==> src/rtl/fpu_writeback.sv <==
// FPU writeback stage: pairs each FPU result with its in-order destination
// tag, presents it to the FP register file through a one-entry output
// register with a valid/ready handshake, and accumulates sticky fflags.
module fpu_writeback #(
    parameter int TAG_DEPTH = 2
) (
    input  logic        clk,
    input  logic        reset,
    input  logic        flush,
    input  logic        issue_valid,
    input  logic [4:0]  issue_rd,
    output logic        issue_ready,
    input  logic        fpu_valid,
    output logic        fpu_ready,
    input  logic [31:0] fpu_y,
    input  logic        fpu_IV,
    input  logic        fpu_DZ,
    input  logic        fpu_OF,
    input  logic        fpu_UF,
    input  logic        fpu_IE,
    output logic        wb_valid,
    input  logic        wb_ready,
    output logic [4:0]  wb_rd,
    output logic [31:0] wb_data,
    output logic [4:0]  fflags,
    input  logic        csr_we,
    input  logic [4:0]  csr_wdata
);

    localparam int PW = $clog2(TAG_DEPTH);
    localparam int CW = PW + 1;

    logic [PW-1:0] wr_ptr_q, wr_ptr_d;
    logic [PW-1:0] rd_ptr_q, rd_ptr_d;
    logic [CW-1:0] count_q, count_d;
    logic [4:0]    tag_q [TAG_DEPTH];

    logic          wb_valid_q, wb_valid_d;
    logic [4:0]    wb_rd_q, wb_rd_d;
    logic [31:0]   wb_data_q, wb_data_d;
    logic [4:0]    fflags_q, fflags_d;

    logic          push;
    logic          accept;
    logic [4:0]    head_rd;
    logic [4:0]    new_flags;

    // Handshake decode; flush masks both push and accept so nothing enters
    // the stage in the cycle that empties it.
    always_comb begin
        issue_ready = (count_q != CW'(TAG_DEPTH));
        fpu_ready   = !flush && (count_q != '0) && (!wb_valid_q || wb_ready);
        accept      = fpu_valid && fpu_ready;
        push        = issue_valid && issue_ready && !flush;
        head_rd     = tag_q[rd_ptr_q];
        new_flags   = accept ? {fpu_IV, fpu_DZ, fpu_OF, fpu_UF, fpu_IE} : 5'b0;
    end

    // Tag FIFO pointer/count next state; pointers wrap naturally since the
    // depth is a power of two.
    always_comb begin
        wr_ptr_d = wr_ptr_q;
        rd_ptr_d = rd_ptr_q;
        count_d  = count_q;
        if (flush) begin
            wr_ptr_d = '0;
            rd_ptr_d = '0;
            count_d  = '0;
        end else begin
            if (push)   wr_ptr_d = wr_ptr_q + PW'(1);
            if (accept) rd_ptr_d = rd_ptr_q + PW'(1);
            count_d = count_q + CW'(push) - CW'(accept);
        end
    end

    // Output register and sticky-flag next state.
    always_comb begin
        wb_valid_d = wb_valid_q;
        wb_rd_d    = wb_rd_q;
        wb_data_d  = wb_data_q;
        if (flush) begin
            wb_valid_d = 1'b0;
        end else if (accept) begin
            wb_valid_d = 1'b1;
            wb_rd_d    = head_rd;
            wb_data_d  = fpu_y;
        end else if (wb_valid_q && wb_ready) begin
            wb_valid_d = 1'b0;
        end
        // A CSR write wins over the held value, but flags of a result
        // accepted in the same cycle must not be lost.
        fflags_d = (csr_we ? csr_wdata : fflags_q) | new_flags;
    end

    // Tag storage, one register per entry; a tag written this cycle is only
    // visible at the head from the next cycle on (no bypass).
    generate
        for (genvar gi = 0; gi < TAG_DEPTH; gi++) begin : g_tag
            always_ff @(posedge clk) begin
                if (reset) begin
                    tag_q[gi] <= '0;
                end else if (push && (wr_ptr_q == PW'(gi))) begin
                    tag_q[gi] <= issue_rd;
                end
            end
        end
    endgenerate

    // State registers with synchronous reset.
    always_ff @(posedge clk) begin
        if (reset) begin
            wr_ptr_q   <= '0;
            rd_ptr_q   <= '0;
            count_q    <= '0;
            wb_valid_q <= 1'b0;
            wb_rd_q    <= '0;
            wb_data_q  <= '0;
            fflags_q   <= '0;
        end else begin
            wr_ptr_q   <= wr_ptr_d;
            rd_ptr_q   <= rd_ptr_d;
            count_q    <= count_d;
            wb_valid_q <= wb_valid_d;
            wb_rd_q    <= wb_rd_d;
            wb_data_q  <= wb_data_d;
            fflags_q   <= fflags_d;
        end
    end

    assign wb_valid = wb_valid_q;
    assign wb_rd    = wb_rd_q;
    assign wb_data  = wb_data_q;
    assign fflags   = fflags_q;

    // Issuing into a full tag FIFO is a protocol error; the tag is dropped.
    a_no_push_when_full: assert property (@(posedge clk) disable iff (reset || flush)
        !(issue_valid && !issue_ready));

endmodule

==> config.mk <==
export PLATFORM = sky130hd
export DESIGN_NAME = fpu_writeback
export DESIGN_NICKNAME = d
export VERILOG_FILES = /design/src/rtl/fpu_writeback.sv
export SDC_FILE = /design/constraint.sdc
export NUM_CORES = 1
export LEC_CHECK = 0
export ABC_AREA = 1
export ABC_CLOCK_PERIOD_IN_PS = 2000
export CORE_MARGIN = 2
export CORE_UTILIZATION = 43
export DETAILED_ROUTE_END_ITERATION = 8
export GPL_TIMING_DRIVEN = 0
export PLACE_DENSITY = 0.77
export RECOVER_POWER = 100
export REMOVE_ABC_BUFFERS = 1
export SLEW_MARGIN = 20
export SYNTH_ARGS = -nofsm -noshare
export SYNTH_HDL_FRONTEND = slang
export SYNTH_SLANG_ARGS = --single-unit
==> constraint.sdc <==
create_clock -name clk -period 2 [get_ports clk]
set_input_delay 0.4 -clock clk [delete_from_list [all_inputs] [get_ports clk]]
set_output_delay 0.4 -clock clk [all_outputs]
set_load 0.01 [all_outputs]
# Word level (Yosys, flattened, before mapping)
# Memories as Yosys holds them, arrays and structs flattened. A register that Yosys moved wholly into a read port is not among the register bits.
# Cells that the tools add are included.
dict set report classes {
  n_addsub 4
  n_eq_ne 1
  n_mux 14
  n_bitwise 5
  n_reduce_logical 15
}
# cell n
set ops {}
lappend ops {{$mux 5} 4}
lappend ops {{$mux 1} 10}
lappend ops {{$logic_and 1x1->1} 8}
lappend ops {{$or 5x5->5} 1}
lappend ops {{$reduce_bool 2->1} 2}
lappend ops {{$add 1x1->1 const B} 2}
lappend ops {{$add 2x1->2} 1}
lappend ops {{$logic_not 1->1} 2}
lappend ops {{$ne 2x2->1 const B} 1}
lappend ops {{$not 1->1} 2}
lappend ops {{$or 1x1->1} 2}
lappend ops {{$reduce_and 2->1} 1}
lappend ops {{$reduce_or 2->1} 1}
lappend ops {{$sub 2x1->2} 1}
lappend ops {{$logic_or 1x1->1} 1}
dict set report totals {
  reg_bits 42
  ram_bits 10
  output_inout_bits 45
  n_memories 1
}
# memory words width rd rd_clocked_by_memory_dff wr line
set memory_table {}
lappend memory_table {tag_q 2 5 1 1 2 36} ;# logic [4:0] tag_q [TAG_DEPTH];

# Logic depth before layout (Yosys ltp)
dict set report depth {
  word_depth 8
  mapped_depth 12
  mapped_depth_nobuf 11
}

# Worst setup path before layout
# OpenSTA, ideal clock, no wires.
dict set report synth_path {
  kind {input port to flip-flop}
  startpoint {input wb_ready}
  endpoint {register count_q[0]}
  setup_ps 113
  arrival_time_ps 1636
  required_time_ps 1887
  setup_slack_ps 251
  cell_stages 11
  cell_sequence {inv_1 nand2_1 nand3_2 buf_6 buf_6 inv_1 ha_1 inv_1 ha_1 inv_1 nor2_1}
}
dict set report synth_between {
  elab_chain_cells 4
}
# element line
set synth_lines {}
lappend synth_lines {{from (decl)} 22} ;# input logic wb_ready,
lappend synth_lines {{$logic_or 1x1->1} 52} ;# fpu_ready = !flush && (count_q != '0) && (!wb_valid_q || wb_ready);
lappend synth_lines {{$logic_and 1x1->1} 52}
lappend synth_lines {{$logic_and 1x1->1} 53} ;# accept = fpu_valid && fpu_ready;
lappend synth_lines {{named net accept} 44} ;# logic accept;
lappend synth_lines {{$sub 2x1->2} 72} ;# count_d = count_q + CW'(push) - CW'(accept);
lappend synth_lines {{to (signal assigned)} 122} ;# count_q <= count_d;
lappend synth_lines {{to (decl)} 35} ;# logic [CW-1:0] count_q, count_d;
# The timed path passes the listed nets, and every way through them passes these cells.
# A chain may end at the register's enable or synchronous reset.

# Worst setup path after layout
# Same ends and word-level chain as after synthesis.

==> results.txt <==
Global routing used 19.7% of the available tracks. At the later pin of the worst-skew pair, clock insertion delay measures 0.32 ns. The tools report the required time of the worst setup path as 2.21 ns. The run gives 2,203 as the via count of the first global-routing pass.

After detailed routing, the number of vias per cell comes to 4.44. The antenna diode instance count is 0, and the switching part of the total power is 22.2%. In this run the most critical hold path is launched from wb_rd[2]$_SDFFE_PP0P_.

For this run the aggregate overflow at the end of global routing stands at 0. The tree built by TritonCTS fans out to 57 sinks. The chip height is 79.3 µm, and the maximum fanout encountered on the critical timing path is 10. The tools report the overall power consumption as 2.57 mW.

The number of inserted filler cells in the final layout is 473. Summed over all failing endpoints, the final setup total negative slack is 0 ns. At the end of the flow the core is filled with cells to 67.8%. At the pin with the least slew margin, the transition time is 0.673 ns.

The final layout contains routed wiring with a total length of 6.19 mm. The biggest area contributor in the post-synthesis netlist is dfxtp_1. In the finished design, the share of the clock period the worst path needs comes to 92.6%. Counting the buffers created by CTS gives 9. The number of antenna violations at the first check in global routing came out at 0. Dividing the detail-routed wire length by the instance count gives 11.8 µm.

Counting instances, the worst hold path has a depth of 4. The peak per-stage delay on the critical path works out to 0.46 ns. The number of different library cells used by synthesis comes to 18. In this run the mean area of a mapped cell was 7.16 µm². Counting stages on the worst path, the most repeated cell is inv_1.

In this run the worst setup path begins at wb_ready. Top-level port count: 99. Worst relative slew slack: 54.7%. Power spread over the standard cell area amounts to 689 nW/µm². The total number of yosys warnings is 0. From left edge to right edge, the die measures 79.3 µm. The tools report the final hold violation count as 0. The element type at the critical path start is an input pin.

The count of nets left with antenna violations once routing finished came out at 0. The floorplan has 27 rows. The type of the worst min-delay path was flip-flop to flip-flop. After the last flow step, the layout net total stands at 503.

Cell internal power was estimated by the tool at 2.00 mW. The share of the synthesized area in the top cell type is 38.5%, and the number of port buffers is 98. Measured in cells, the most critical reg-to-reg path has a length of 10. The logs give 341 for the cell count after synthesis and 41.7% for the clock share of power. The first routing iteration left 47 violations. Cells with a size suffix above 1 make up 5.31% of the layout.

For the achievable frequency, the log shows 0.540 GHz. The final HPWL from detailed placement is 3.76 mm, and the number of cells in the design after placement is 498. The final weighted congestion of routability-driven global placement is 0.735. The tool flagged a number of max-cap violations equal to 0.

In this run, synthesis produced a sequential element count of 57. Across the VDD grid, the largest voltage drop is 0.424 mV. The tree is rooted in a clkbuf_8.

The run gives 2,328 as the total vias in the final route. The tools report the total DRC errors in the routed layout as 0. The tools report the leakage power as 1.93 nW.

By area the synthesized netlist is led by dfxtp_1 (39%), nand2_1 (15%), nor2_1 (14%). The floorplan core area was 5510 µm². The H-tree was split into 3 levels. The slack of the critical path is 0.148 ns.

In this run, the combinational gates consume 10.9% of the power. The clock period minus final worst setup slack was 1.85 ns. The critical path goes through clkdlybuf4s50_1 > inv_1 > nand2_1 > buf_12 > nand3_4 > inv_1 > ha_1 > inv_1 > ha_1 > inv_1 > nor2_1. TritonCTS built the clock tree. The setup path with the least slack is of type input pin to flip-flop. The tools report the share of the yosys chip area belonging to registers as 50.8%. The die covers 6300 µm².

The first TritonRoute pass finished after 4 iterations. For this design, the slowest cell found on the critical path is clkdlybuf4s50_1. Before CTS, the worst setup slack after placement is -0.765 ns.

STA puts the critical path data arrival time at 2.07 ns. After the flow finishes, the layout carries non-filler instances totaling 524. Entering global routing, the biggest net connects 42 pins. Setup repair after global routing left no endpoint under its margin.

The startpoint of the worst-slack reg-to-reg timing path was count_q[1]$_SDFF_PP0_. The clock transition time at the flip-flop clock pins of the worst setup and hold paths is 0.07 ns, and the final setup skew is 0.00599 ns. The maximum buffer depth of the clock tree was 2. Compared with the post-synthesis result, the final layout area differs by 53.0%. The count of pins over their slew limit came out at 0. The synthesized netlist occupies a cell area of 2440 µm².

For this configuration, the core starts out at a cell density of 44.3%. The run finished with clean final reports. The count of endpoints failing setup in the final report came out at 0. STA classifies the critical path endpoint as a flip-flop.

For the first-pass GRT wire length, the log shows 9.58 mm. The share of total power in sequential cells was 47.4%. For the net switching component of the power, the log shows 0.572 mW.
power groups by stage:
stage	sequential (mW)	combinational [mW]	clock [mW]
final	1.22	0.280	1.07
after global routing	1.22	0.308	1.15
after CTS	1.22	0.288	1.10
after detailed placement	1.25	0.279	0
after global placement	1.24	0.274	0
after floorplan	1.26	0.0863	0
logic make-up after synthesis:
group	after synthesis	share of synthesized area [%]
adders and majority gates	2	1.02
xor gates and xnor gates	1	0.359
DFF	57	50.8
AOI/OAI and AO/OA	8	1.64
and+or+nand+nor	201	32.3
muxes	5	2.05
buffers and inverters	67	11.8
cells in the mapped netlist (all sizes together):
| library cell | n |
|---|---|
| nand4 | 6 |
| nand3b | 1 |
| clkbuf | 4 |
| o21ai | 1 |
| nand3 | 2 |
| inv | 54 |
| ha | 2 |
| nand2 | 100 |
| a21oi | 7 |
| xnor2 | 1 |
| buf | 9 |
| dfxtp | 47 |
| mux2i | 5 |
| edfxtp | 10 |
| nor2 | 92 |
through the flow:
step	instance area, µm²	hold WS [ns]
5_1_grt	3730	0.535
2_1_floorplan	2360	0.469
4_1_cts	3730	0.510
6_report	3730	0.507
3_5_place_dp	3430	0.497
3_3_place_gp	3430	0.496
worst paths after layout:
kind | slack [ns] | endpoint
setup / recovery | 0.15 | count_q[0]$_SDFF_PP0_
hold / removal | 0.51 | wb_rd[2]$_SDFFE_PP0P_
setup reg to reg | 0.24 | count_q[0]$_SDFF_PP0_
hold reg to reg | 0.51 | wb_rd[2]$_SDFFE_PP0P_
registers in the layout, indices dropped and copies added, names as in the netlist:
register  count
wb_data      32
wb_rd         5
rd_ptr_q      1
wr_ptr_q      1
fflags        5
tag_q        10
wb_valid      1
count_q       2
layout make-up:
type	count	area (µm²)	share of cell area, %
inverter	54	205	5.49
multi-input combinational	220	952	25.5
tap	72	90.1	2.41
sequential	57	1240	33.2
timing repair buffer	105	1050	28.0
clock buffer	13	159	4.25
clock inverter	3	40.0	1.07
metal layers:
| layer | part of all wire [%] | GRT usage, % | vias up | wire length, µm |
|---|---|---|---|---|
| met1 | 45 | 21.8 | 1032 | 2760 |
| li1 | - | - | 1222 | - |
| met2 | 49 | 34.8 | 65 | 3010 |
| met3 | 5.1 | 5.00 | 9 | 318 |
| met4 | 1.7 | 10.2 | 0 | 104 |
| met5 | 0 | 0 | - | 0 |
cell usage in the layout (no fill, tap or decap), drive strengths merged:
cell	count
nand2	100
nor2	92
inv	54
clkdlybuf4s50	50
dfxtp	47
dlygate4sd3	45
clkbuf	15
edfxtp	10
a21oi	7
nand4	6
mux2i	5
buf	5
nand3	5
dlygate4sd2	3
ha	2
clkinv	2
o21ai	1
nand3b	1
xnor2	1
bufinv	1
worst max-delay path: cells and delay by family:
family / cells / cell delay (ns)
buffers and inverters: 6 / 0.89
adder cells (fa/ha/maj): 2 / 0.45
AND/OR/NAND/NOR: 3 / 0.33
repair_timing:
| item | 4_1_cts | 5_1_grt |
|---|---|---|
| setup buffers | 7 | 0 |
| setup endpoints to repair | 8 | 30 |
| gates cloned | 1 | 2 |
| resized for setup | 6 | 1 |
| endpoints found under the hold margin | 0 | 0 |
| hold buffers | 0 | 0 |
| pin swaps | 3 | 1 |
Note: power is estimated with default switching activity, not from simulation.
